<file path="src/rtl/sr_ff_monitor.sv">
// sr_ff_monitor: watches an SR flip-flop through its set/reset commands and its
// q/qbar outputs, and flags value and complement mismatches.
//
// A command sampled at one edge sets the expected value that is checked against
// q at the next edge. Error status is sticky and keeps the first cause. Event
// counters saturate. With HALT_ON_ERR set, the first mismatch freezes checking
// until clr_err_i or reset.
//
// Ports
//   clk_i        clock, all state changes on the rising edge
//   rst_ni       synchronous active-low reset
//   en_i         monitor enable; low suspends checking and forces UNK
//   s_i, r_i     set/reset commands driven to the observed flip-flop
//   q_i, qbar_i  observed flip-flop outputs
//   clr_err_i    single-cycle pulse clearing err/err_code/err_cnt (and HALT)
//   err_o        sticky error flag
//   err_code_o   first cause: 01 value, 10 complement, 11 both
//   err_cnt_o    mismatch cycles, saturating
//   set_cnt_o    count of s/r = 10 commands, saturating
//   clr_cnt_o    count of s/r = 01 commands, saturating
//   inv_cnt_o    count of s/r = 11 commands, saturating
//   mstate_o     FSM state: 00 UNK, 01 TRACK, 10 HALT
module sr_ff_monitor #(
  parameter int unsigned CNT_W       = 8,
  parameter bit          HALT_ON_ERR = 1'b0
) (
  input  logic             clk_i,
  input  logic             rst_ni,
  input  logic             en_i,
  input  logic             s_i,
  input  logic             r_i,
  input  logic             q_i,
  input  logic             qbar_i,
  input  logic             clr_err_i,
  output logic             err_o,
  output logic [1:0]       err_code_o,
  output logic [CNT_W-1:0] err_cnt_o,
  output logic [CNT_W-1:0] set_cnt_o,
  output logic [CNT_W-1:0] clr_cnt_o,
  output logic [CNT_W-1:0] inv_cnt_o,
  output logic [1:0]       mstate_o
);

  localparam logic [1:0] StUnk   = 2'b00;
  localparam logic [1:0] StTrack = 2'b01;
  localparam logic [1:0] StHalt  = 2'b10;

  localparam logic [CNT_W-1:0] CntMax = '1;
  localparam logic [CNT_W-1:0] CntOne = CNT_W'(1);

  logic [1:0]       state_q, state_d;
  logic             exp_q, exp_d;
  logic             err_q, err_d;
  logic [1:0]       err_code_q, err_code_d;
  logic [CNT_W-1:0] err_cnt_q, err_cnt_d;
  logic [CNT_W-1:0] set_cnt_q, set_cnt_d;
  logic [CNT_W-1:0] clr_cnt_q, clr_cnt_d;
  logic [CNT_W-1:0] inv_cnt_q, inv_cnt_d;

  logic check_active;
  logic val_mm;
  logic cmp_mm;
  logic any_mm;

  function automatic logic [CNT_W-1:0] sat_inc(input logic [CNT_W-1:0] v);
    return (v == CntMax) ? v : v + CntOne;
  endfunction

  // Checks use the state and expected value left by the previous edge, so a
  // command is judged against q one edge after it was sampled.
  assign check_active = en_i && (state_q != StHalt);
  assign val_mm       = check_active && (state_q == StTrack) && (q_i != exp_q);
  assign cmp_mm       = check_active && (qbar_i == q_i);
  assign any_mm       = val_mm || cmp_mm;

  always_comb begin
    state_d    = state_q;
    exp_d      = exp_q;
    err_d      = err_q;
    err_code_d = err_code_q;
    err_cnt_d  = err_cnt_q;
    set_cnt_d  = set_cnt_q;
    clr_cnt_d  = clr_cnt_q;
    inv_cnt_d  = inv_cnt_q;

    // Clear first so a mismatch in the same cycle overrides it.
    if (clr_err_i) begin
      err_d      = 1'b0;
      err_code_d = 2'b00;
      err_cnt_d  = '0;
    end

    if (any_mm) begin
      err_d = 1'b1;
      // Keep the first cause unless this cycle also cleared the old one.
      if (!err_q || clr_err_i) begin
        err_code_d = {cmp_mm, val_mm};
      end
      err_cnt_d = clr_err_i ? CntOne : sat_inc(err_cnt_q);
    end

    if (!en_i) begin
      state_d = StUnk;
    end else if (state_q == StHalt) begin
      if (clr_err_i) begin
        state_d = StUnk;
      end
    end else if (any_mm && HALT_ON_ERR) begin
      // The command of the halting edge is discarded.
      state_d = StHalt;
    end else begin
      case ({s_i, r_i})
        2'b10: begin
          exp_d     = 1'b1;
          state_d   = StTrack;
          set_cnt_d = sat_inc(set_cnt_q);
        end
        2'b01: begin
          exp_d     = 1'b0;
          state_d   = StTrack;
          clr_cnt_d = sat_inc(clr_cnt_q);
        end
        2'b11: begin
          state_d   = StUnk;
          inv_cnt_d = sat_inc(inv_cnt_q);
        end
        default: ;
      endcase
    end
  end

  always_ff @(posedge clk_i) begin
    if (!rst_ni) begin
      state_q    <= StUnk;
      exp_q      <= 1'b0;
      err_q      <= 1'b0;
      err_code_q <= 2'b00;
      err_cnt_q  <= '0;
      set_cnt_q  <= '0;
      clr_cnt_q  <= '0;
      inv_cnt_q  <= '0;
    end else begin
      state_q    <= state_d;
      exp_q      <= exp_d;
      err_q      <= err_d;
      err_code_q <= err_code_d;
      err_cnt_q  <= err_cnt_d;
      set_cnt_q  <= set_cnt_d;
      clr_cnt_q  <= clr_cnt_d;
      inv_cnt_q  <= inv_cnt_d;
    end
  end

  assign err_o      = err_q;
  assign err_code_o = err_code_q;
  assign err_cnt_o  = err_cnt_q;
  assign set_cnt_o  = set_cnt_q;
  assign clr_cnt_o  = clr_cnt_q;
  assign inv_cnt_o  = inv_cnt_q;
  assign mstate_o   = state_q;

endmodule

</file>
<file path="config.mk">
export PLATFORM = sky130hd
export DESIGN_NAME = sr_ff_monitor
export DESIGN_NICKNAME = d
export VERILOG_FILES = /design/src/rtl/sr_ff_monitor.sv
export SDC_FILE = /design/constraint.sdc
export NUM_CORES = 1
export LEC_CHECK = 0
export CORE_MARGIN = 5
export CORE_UTILIZATION = 54
export CTS_BUF_LIST = sky130_fd_sc_hd__clkbuf_4 sky130_fd_sc_hd__clkbuf_8
export DETAILED_ROUTE_END_ITERATION = 12
export PLACE_DENSITY = 0.86
export REMOVE_ABC_BUFFERS = 1
export SYNTH_ARGS = -nofsm -noshare
export SYNTH_HDL_FRONTEND = slang
export SYNTH_SLANG_ARGS = --single-unit
export TNS_END_PERCENT = 10
</file>
<file path="constraint.sdc">
create_clock -name clk_i -period 4.7 [get_ports clk_i]
set_input_delay 0.94 -clock clk_i [delete_from_list [all_inputs] [get_ports clk_i]]
set_output_delay 0.94 -clock clk_i [all_outputs]
set_load 0.1 [all_outputs]
</file>
# --- Yosys cells after proc, flatten, opt, wreduce, memory -nomap -nowiden ---
# Index checks and enable logic that the tools add are counted.
word_totals:
  reg_bits: 38
  input_bits: 8
  out_inout_bits: 37
classes:
  n_addsub: 4
  n_eq_ne: 14
  muxes: 13
  n_bitwise: 4
  reduce_logical: 18
ops:
  columns: ["cell", "n"]
  rows:
  - ["adder 8 x 1 -> 8 bit, second input constant", 4]
  - ["equality test 8 bit, second input constant", 4]
  - ["two-way mux 8 bit", 4]
  - ["AND reduction 4 bit", 3]
  - ["two-way mux 2 bit", 5]
  - ["equality test 2 bit, second input constant", 3]
  - ["!= test 2 bit, second input constant", 3]
  - ["AND reduction 2 bit", 3]
  - ["equality test 2 x 1 -> 1 bit, second input constant", 2]
  - ["logical AND 1 bit", 4]
  - ["inverter 1 bit", 4]
  - ["case mux 2 bit (2 select lines)", 1]
  - ["nonzero test 2 bit", 2]
  - ["AND reduction 3 bit", 1]
  - ["nonzero test 3 bit", 1]
  - ["logical OR 1 bit", 2]
  - ["two-way mux 1 bit", 2]
  - ["case mux 1 bit (2 select lines)", 1]
  - ["OR reduction 2 bit", 1]
  - ["equality test 1 bit", 1]
  - ["logical NOT 1 bit", 1]
  - ["!= test 1 bit", 1]

# --- Longest topological paths before layout ---
# Gate-level depths: netlist of the first run.
logic_depth:
  ltp_word: 7
  ltp_mapped: 6

# --- Least setup slack after synthesis of the first run ---
# OpenSTA, ideal clock, no wires.
synth_path:
  path_type: "reg2reg"
  startpoint: "register err_cnt_q[1] (netlist: err_cnt_o[1])"
  endpoint: "register err_cnt_q[0] (netlist: err_cnt_o[0])"
  arrival_ns: 2.300
  t_required_ns: 4.613
  setup_slack_ns: 2.313
  stages_incl_launch_ff: 6
  path_buffers: 0
  period_less_slack_ns: 2.387
  path_cell_list: "dfxtp_1 > ha_1 > nand4_1 > or2_2 > a2111o_1 > o31ai_1"
synth_via:
  elab_chain_cells: 3
synth_lines:
  columns: ["element", "line", "rtl"]
  rows:
  - ["start: declaration", "55", "logic [CNT_W-1:0] err_cnt_q, err_cnt_d;"]
  - ["start signal: assignment", "147", "err_cnt_q <= err_cnt_d;"]
  - ["equality test 8 bit", "66", "return (v == CntMax) ? v : v + CntOne;"]
  - ["!= test 2 bit (no line)", null, null]
  - ["AND reduction 2 bit (no line)", null, null]
# Every way passes these cells.
# A chain may end at the register's enable or synchronous reset.

# --- Worst setup path after layout of the first run ---
layout_path:
  startpoint: "register err_cnt_q[2] (netlist: err_cnt_o[2])"
  endpoint: "output err_cnt_o[2]"
layout_rtl:
  columns: ["element", "line", "rtl"]
  rows:
  - ["end: declaration", "37", "output logic [CNT_W-1:0] err_cnt_o,"]
# No word-level cell between the ends.

==> flow_summary.ini, run 1 <==
[grt]
grt_pass1_vias = 1721
antenna_violations_before_repair = 0
grt_max_degree = 23
grt-ovfl-total = 0
grt.total_usage = 0.214
grt_first_pass_wirelength_mm = 7.60

[place]
post_placement_cell_count = 307
post-dp-hpwl_mm = 3.14
port_buffers = 43
place_ws_ns = 1.64
finalWeightedCongestion = 0.868

[worst_setup_path]
worst-setup-path-type = flop to output port
critical_path.max_fanout = 7
timing.critical_path.max_delay_family = buffers and inverters
r2r_end = set_cnt_o[0]
max_stage_delay_cell_worst_path = sky130_fd_sc_hd__clkdlybuf4s50_1
worst-endpoint-required_ns = 3.76
cp.arrival_ns = 2.00
r2r.worst_path.cells = 5
cp_cell_sequence = clkdlybuf4s50_1
crit_path_end_kind = output port
worst_setup_path_endpoint = err_cnt_o[2]
slowest_delay_ns = 1.18
worst_setup_path_startpoint = err_cnt_o[2]
worst_r2r_startpoint = set_cnt_o[0]
crit_path_depth = 1
cp.buffers_inverters = 1
worst_setup_path_start_kind = flop
ff2ff_setup_slack_ns = 2.89

[clocking]
clockBufferDepth = 2
cts_tree = built
worstSkewPairLatency_ns = 0.35
cts_root_buf = sky130_fd_sc_hd__clkbuf_4
cts_num_sinks = 37
worst_setup_hold_path_clk_slew_ns = 0.12
cts-resized-gates = 0
post_cts_hold_buffer_count = 0
num_cts_buffers = 5
ctsHtreeMaxLevel = 2
postCtsSetupBuffers = 0

[routing]
avgViaCountPerCell = 5.78
via_count = 1820
drc = 0
number_of_drc_markers_after_the_initial_detailed_route_iteration = 148
overall_routed_net_length_mm = 4.51
route.detailed.wl_per_inst_microns = 14.3
detail_route.first_pass.iterations = 6
final_antenna_net_count = 0

[yosys]
muxShareOfSynthArea = 0.00546
post_synth_adder_cell_area = 0.0546
synth_top_flop_cell = sky130_fd_sc_hd__dfxtp_1
synth_compound_gate_area_share = 0.163
synth-xor-area-share = 0.0286
yosysSeqAreaShare = 0.404
number_of_enable_flip_flop_cells_after_synthesis = 0
ys_seq_elements = 37
post_synth_and_or_nand_nor_area_fraction = 0.308
ys_warn_count = 0
postSynth.asyncResetShare = 0
main_combinational_cell_family_by_area_after_synthesis = simple AND/OR/NAND/NOR gates
syn-cell-area_sq_um = 1830
synth_cell_types = 39
post_synth_inst_count = 224
synth.avg_cell_area_sq_um = 8.19

[layout]
most-common-layout-cells = 43 x sky130_fd_sc_hd__clkdlybuf4s50_1, 37 x sky130_fd_sc_hd__dfxtp_1, 30 x sky130_fd_sc_hd__nand2_1
ff_latch_area_sq_um = 741
layout.filler_cells = 278
n_antenna_cell = 0
multi_input_area_sq_um = 1030
share_of_post_route_cells_with_drive_strength_above_1 = 0.0372
syn_to_final_growth_pct = 30.4
fin_cells = 315
mostFrequentLayoutCell = sky130_fd_sc_hd__clkdlybuf4s50_1
total_nets_final = 284

[die]
die_area_sq_um = 4660
fp.dieH_microns = 68.3
start_util = 0.554
rows = 21
chipWidth_microns = 68.3
fp.coreArea_sq_um = 3310
top_level_ports = 45

[sta]
finClkSkew_ns = 0.00743
grt_setup_unrepaired = false
timing.final.max_slew_violations = 0
tns_ns = 0
hold_violations = 0
timing.max_slew.rel_slack = 0.340
setup_viol = 0
period_minus_slack_ns = 2.94
achievable-frequency_ghz = 0.340
worst_pin_slew_ns = 0.986
setup_slack_ns = 1.76
final_min_period_over_clock_period = 0.626

[pwr]
pwr_density_cell_nw_per_um2 = 289
static-leakage-power_nw = 0.899
peakVddDrop_mv = 0.214

[worst_hold_path]
min-delay-start = err_code_o[0]
hold_path_class = flop to flop

[run]
max-cap-violations = 0

[outcome]
status = finished, final reports clean
-- state kept, by name, indices dropped and copies added (netlist names) --
register / cells
set_cnt_o: 8
err_code_o: 2
err_cnt_o: 8
mstate_o: 1
exp_q: 1
clr_cnt_o: 8
err_o: 1
inv_cnt_o: 8
-- kinds of logic (layout without fill, tap and decap cells) --
| family | Yosys count | after routing |
|---|---|---|
| other | 1 | 1 |
| and+or+nand+nor | 110 | 110 |
| muxes | 1 | 1 |
| adders and majority gates | 8 | 8 |
| xor gates and xnor gates | 6 | 6 |
| AOI/OAI and AO/OA | 47 | 47 |
| buffers and inverters | 14 | 59 |
| DFF | 37 | 37 |
-- worst min path at each step --
| stage | to | slack [ns] | depth (start not counted) |
|---|---|---|---|
| floorplan | exp_q | 0.52 | 2 |
| global placement | err_code_o[0] | 0.47 | 2 |
| detailed placement | err_code_o[0] | 0.48 | 2 |
| CTS | err_code_o[0] | 0.49 | 2 |
| global route | err_code_o[1] | 0.50 | 2 |
| finish | err_code_o[0] | 0.49 | 2 |
-- per-layer routing --
metal / GRT usage / vias to the layer above / share of wire
met2: 0.335 / 52 / 0.47
met4: 0.0769 / 0 / 0.011
met3: 0.0591 / 5 / 0.059
li1: - / 915 / -
met1: 0.281 / 848 / 0.46
met5: 0 / - / 0
-- area by class of cell --
cell class / instances / share of cell area
timing repair buffer: 43 / 0.180
tap: 46 / 0.0241
inverter: 8 / 0.0126
multi-input combinational: 173 / 0.431
sequential: 37 / 0.310
clock inverter: 3 / 0.0272
clock buffer: 5 / 0.0157
-- metrics by stage --
step | power (mW) | hold slack (ns) | util | cell area (sq um)
floorplan | 0.394 | 0.518 | - | 1800
detailed placement | 0.421 | 0.475 | 0.691 | 2290
CTS | 0.694 | 0.491 | 0.722 | 2390
finish | 0.692 | 0.488 | 0.722 | 2390
global route | 0.714 | 0.503 | 0.722 | 2390
global placement | 0.419 | 0.471 | 0.691 | 2290
-- Yosys cell counts, drive strengths merged, types with 7 or more instances --
cell type	n	area (sq um)
nor3	13	65.1
dfxtp	37	741
inv	8	30.0
o21ai	7	35.0
a31oi	8	50.1
and3	8	50.1
ha	8	100
a21oi	16	80.1
nand2	30	113
nor2	21	78.8
nand3	13	65.1
-- power breakdown --
part / internal [mW] / switching [mW] / total [mW]
combinational: 0.0237 / 0.0656 / 0.0893
clock: 0.165 / 0.113 / 0.277
sequential: 0.319 / 0.00614 / 0.325
(Power assumes the default switching activity.)
==> run 2: changes to the inputs <==
CORE_UTILIZATION = 46   (was 54)
PLACE_DENSITY = 0.78   (was 0.86)
clock period = 2.4 ns   (was 4.7 ns; I/O delays follow)
==> run 2 against run 1 <==
Against the previous run:
- clock skew decreased by 0.00068 ns
- register-to-register slack got worse by 2.2 ns
- clock power increased by 71%
- worst hold slack improved by 0.0071 ns
==> flow_summary.ini, run 2 (synthesis gave the netlist of run 1 again) <==
[die]
fp.coreArea_sq_um = 3940
rows = 23
top_level_ports = 45
start_util = 0.465
die_area_sq_um = 5350
chipWidth_microns = 73.1
fp.dieH_microns = 73.1

[routing]
route.detailed.wl_per_inst_microns = 13.5
via_count = 1809
avgViaCountPerCell = 5.58
overall_routed_net_length_mm = 4.39
detail_route.first_pass.iterations = 5
drc = 0
number_of_drc_markers_after_the_initial_detailed_route_iteration = 163
final_antenna_net_count = 0

[worst_setup_path]
max_stage_delay_cell_worst_path = sky130_fd_sc_hd__or4_1
crit_path_end_kind = flop
cp_cell_sequence = clkdlybuf4s50_1 -> xnor2_1 -> a2bb2oi_1 -> buf_4 -> or4_1 -> a21oi_1
worst_setup_path_start_kind = input pin
worst-setup-path-type = input pin to flop
crit_path_depth = 6
cp.arrival_ns = 2.19
worst-endpoint-required_ns = 2.62
cp.buffers_inverters = 2
timing.critical_path.max_delay_family = buffers and inverters
slowest_delay_ns = 0.49
r2r.worst_path.cells = 5
critical_path.max_fanout = 10

[layout]
mostFrequentLayoutCell = sky130_fd_sc_hd__buf_4
most-common-layout-cells = 41 x sky130_fd_sc_hd__buf_4, 37 x sky130_fd_sc_hd__dfxtp_1, 30 x sky130_fd_sc_hd__nand2_1
fin_cells = 324
share_of_post_route_cells_with_drive_strength_above_1 = 0.186
stdcell_area_sq_um = 2340
n_antenna_cell = 0
layout.filler_cells = 377
syn_to_final_growth_pct = 27.7
total_nets_final = 289
post-route-util = 0.594

[sta]
timing.max_slew.rel_slack = 0.567
finalHoldWorstSlack_ns = 0.495
finClkSkew_ns = 0.00674
tns_ns = 0
achievable-frequency_ghz = 0.508
final_min_period_over_clock_period = 0.821
setup_slack_ns = 0.430
timing.final.max_slew_violations = 0
period_minus_slack_ns = 1.97
grt_setup_unrepaired = false
worst_pin_slew_ns = 0.641
setup_viol = 0
hold_violations = 0

[pwr]
power.share.combinational = 0.139
peakVddDrop_mv = 0.299
pwr-share-seq = 0.494
pwr_density_cell_nw_per_um2 = 551
static-leakage-power_nw = 0.994
cell_internal_pwr_mw = 0.933
p_clk_frac = 0.368
power_switching_share = 0.277
power.total_mw = 1.29
power.net_switching_mw = 0.357

[clocking]
cts_num_sinks = 37
post_cts_hold_buffer_count = 0
ctsHtreeMaxLevel = 2
num_cts_buffers = 5
cts_tree = built
cts-resized-gates = 0
clockBufferDepth = 2
postCtsSetupBuffers = 0
worst_setup_hold_path_clk_slew_ns = 0.08
worstSkewPairLatency_ns = 0.29
cts_root_buf = sky130_fd_sc_hd__clkbuf_8

[grt]
grt_first_pass_wirelength_mm = 7.63
grt-ovfl-total = 0
grt.total_usage = 0.179
grt_max_degree = 17
antenna_violations_before_repair = 0
grt_pass1_vias = 1746

[outcome]
status = finished, final reports clean

[place]
post_placement_cell_count = 316
finalWeightedCongestion = 0.816
post-dp-hpwl_mm = 3.23
place_ws_ns = 0.142
place_area_sq_um = 2240
port_buffers = 43

[run]
max-cap-violations = 0

[worst_hold_path]
hold_path_depth = 2
hold_path_class = flop to flop
[run 2: layout make-up]
cell class | count | area (sq um) | area share
Clock buffer | 7 | 96.3 | 0.0411
Multi-Input combinational cell | 173 | 1030 | 0.440
Timing Repair Buffer | 48 | 378 | 0.161
Inverter | 8 | 30.0 | 0.0128
Tap cell | 50 | 62.6 | 0.0267
Clock inverter | 1 | 5.00 | 0.00214
Sequential cell | 37 | 741 | 0.316
[run 2: per-layer routing]
layer	global-route usage	part of all wire
met4	0.0779	0.0098
met5	0	0
met2	0.279	0.47
met3	0.0482	0.063
met1	0.232	0.46
[run 2: final timing paths]
path,from,to,slack [ns]
max,q_i,err_cnt_o[5],0.43
min,mstate_o[0],err_code_o[0],0.49
max reg2reg,err_cnt_o[0],err_cnt_o[0],0.66
min reg2reg,mstate_o[0],err_code_o[0],0.49
[run 2: power by group through the flow]
stage / registers (mW) / logic [mW] / clock network (mW)
final: 0.637 / 0.179 / 0.475
after global routing: 0.638 / 0.193 / 0.514
after CTS: 0.637 / 0.179 / 0.492
after detailed placement: 0.651 / 0.179 / 0
after global placement: 0.651 / 0.177 / 0
after floorplan: 0.715 / 0.0553 / 0
[run 2: worst register-to-register path, stage by stage (launching register included)]
cell and delay [ns]:
sky130_fd_sc_hd__dfxtp_1 0.42, sky130_fd_sc_hd__ha_1 0.23, sky130_fd_sc_hd__nand4_1 0.17, sky130_fd_sc_hd__or2_2 0.38
sky130_fd_sc_hd__a2111o_1 0.41, sky130_fd_sc_hd__o31ai_1 0.06
==> run 3: changes to the inputs <==
clock period = 1.73 ns   (was 2.4 ns; I/O delays follow)
==> run 3 against run 2 <==
Against the previous run:
- non-clock buffer count up 49
- critical path depth rose by 1
- total power rose by 57%
- combinational power grew 88%
==> flow_summary.ini, run 3 (synthesis gave the netlist of run 1 again) <==
[worst_setup_path]
worst-endpoint-required_ns = 1.91
timing.critical_path.max_delay_family = simple AND/OR/NAND/NOR gates
r2r.worst_path.cells = 5
critical_path.max_fanout = 5
worst_r2r_startpoint = err_cnt_o[0]
slowest_delay_ns = 0.46
worst-setup-path-type = input pin to flop
cp.buffers_inverters = 2
worst_setup_path_start_kind = input pin
crit_path_end_kind = flop
cp.arrival_ns = 1.84
max_stage_delay_cell_worst_path = sky130_fd_sc_hd__clkdlybuf4s50_1
ff2ff_setup_slack_ns = 0.10
r2r_end = err_cnt_o[0]
cp_cell_sequence = clkdlybuf4s50_1 -> inv_1 -> ha_1 -> nand2_1 -> nor2_1 -> and4b_1 -> nor3_1

[pwr]
peakVddDrop_mv = 0.442
power.total_mw = 2.03
pwr_density_cell_nw_per_um2 = 633
static-leakage-power_nw = 1.37

[sta]
period_minus_slack_ns = 1.67
grt_setup_unrepaired = true
timing.final.max_slew_violations = 0
timing.max_slew.rel_slack = 0.550
worst_pin_slew_ns = 0.667
setup_viol = 0
tns_ns = 0
achievable-frequency_ghz = 0.600
finClkSkew_ns = 0.00814
hold_violations = 0
final_min_period_over_clock_period = 0.963

[layout]
stdcell_area_sq_um = 3200
most-common-layout-cells = 54 x sky130_fd_sc_hd__buf_4, 37 x sky130_fd_sc_hd__dfxtp_1, 36 x sky130_fd_sc_hd__buf_12
share_of_post_route_cells_with_drive_strength_above_1 = 0.325
syn_to_final_growth_pct = 74.6
layout.filler_cells = 222
total_nets_final = 338
mostFrequentLayoutCell = sky130_fd_sc_hd__buf_4
n_antenna_cell = 0

[place]
place_area_sq_um = 3060
port_buffers = 43
finalWeightedCongestion = 0.866
post-dp-hpwl_mm = 4.20

[die]
top_level_ports = 45
rows = 23
fp.coreArea_sq_um = 3940
die_area_sq_um = 5350
fp.dieH_microns = 73.1
start_util = 0.465
chipWidth_microns = 73.1

[run]
max-cap-violations = 0

[routing]
route.detailed.wl_per_inst_microns = 16.0
detail_route.first_pass.iterations = 4
avgViaCountPerCell = 5.80
via_count = 2163
drc = 0
number_of_drc_markers_after_the_initial_detailed_route_iteration = 183
final_antenna_net_count = 0
overall_routed_net_length_mm = 5.98

[clocking]
postCtsSetupBuffers = 0
num_cts_buffers = 5
worstSkewPairLatency_ns = 0.29
worst_setup_hold_path_clk_slew_ns = 0.08
ctsHtreeMaxLevel = 2
clockBufferDepth = 2
cts_num_sinks = 37
cts_tree = built
cts_root_buf = sky130_fd_sc_hd__clkbuf_8

[grt]
grt_max_degree = 14
grt_pass1_vias = 2199
grt-ovfl-total = 0
grt_first_pass_wirelength_mm = 9.92
grt.total_usage = 0.237
antenna_violations_before_repair = 0

[worst_hold_path]
hold_path_class = flop to flop
min-delay-start = err_code_o[1]
worst_hold_path.endpoint = err_code_o[1]
hold_path_depth = 2

[outcome]
status = finished, final reports clean
run 3: changes by cell type in the layout (fill, tap and decap cells not counted), moves of 2 or more:
cell / change
sky130_fd_sc_hd__buf_4: +13
sky130_fd_sc_hd__buf_12: +36
sky130_fd_sc_hd__dlygate4sd2_1: +3
sky130_fd_sc_hd__nor4_1: -2
sky130_fd_sc_hd__o311ai_1: +2
sky130_fd_sc_hd__nor4_2: +2
sky130_fd_sc_hd__clkdlybuf4s50_1: -3
sky130_fd_sc_hd__o311ai_0: -2
run 3: stage by stage:
step | hold slack [ns] | instances | utilization | worst slack [ns]
after floorplan | 0.455 | 218 | - | -0.658
after global placement | 0.510 | 365 | 0.776 | -0.294
after detailed placement | 0.514 | 365 | 0.776 | -0.343
after CTS | 0.540 | 373 | 0.807 | 0.00348
after global routing | 0.575 | 373 | 0.812 | -0.0216
final | 0.543 | 373 | 0.812 | 0.0644
run 3: worst max path at each step:
stage	start	slack, ns	depth (start not counted)	endpoint
2_1_floorplan	err_cnt_o[1]	-0.66	5	err_cnt_o[0]
3_3_place_gp	qbar_i	-0.29	5	err_cnt_o[7]
3_5_place_dp	qbar_i	-0.34	5	err_cnt_o[7]
4_1_cts	inv_cnt_o[1]	0.003	5	inv_cnt_o[1]
5_1_grt	s_i	-0.02	7	clr_cnt_o[4]
6_report	s_i	0.06	7	clr_cnt_o[6]
run 3: report_power, final:
part	internal (mW)	switching [mW]	total, mW
Clock	0.486	0.323	0.809
Combinational	0.131	0.207	0.337
Sequential	0.866	0.0140	0.880
run 3: cell type report:
type / instances / area [sq um] / area share
sequential: 37 / 741 / 0.231
tap: 50 / 62.6 / 0.0195
clock inverter: 1 / 30.0 / 0.00938
inverter: 8 / 30.0 / 0.00938
timing repair buffer: 97 / 1190 / 0.372
clock buffer: 7 / 90.1 / 0.0281
multi-input combinational: 173 / 1060 / 0.330
run 3: per-layer routing:
metal  routed length [microns]  part of all wire  vias to the layer above  track usage
li1                          -                 -                     1018            -
met3                       437             0.073                       23       0.0620
met4                       216             0.036                        0        0.123
met1                      2310              0.39                     1013        0.266
met2                      3010              0.50                      109        0.407
met5                         0                 0                        -            0
run 3: what timing repair did:
item | 4_1_cts | 5_1_grt
pin swaps | 0 | 0
hold buffers | 0 | 0
gates resized for setup | 4 | 7
endpoints found under the setup margin | 3 | 9
run 3: worst reg2reg max path, cell delays in order, from the launching register on:
cell and delay (ns):
sky130_fd_sc_hd__dfxtp_1 0.35, sky130_fd_sc_hd__ha_2 0.20, sky130_fd_sc_hd__nand4_1 0.17, sky130_fd_sc_hd__or2_4 0.32, sky130_fd_sc_hd__a2111o_1 0.42, sky130_fd_sc_hd__o31ai_1 0.08
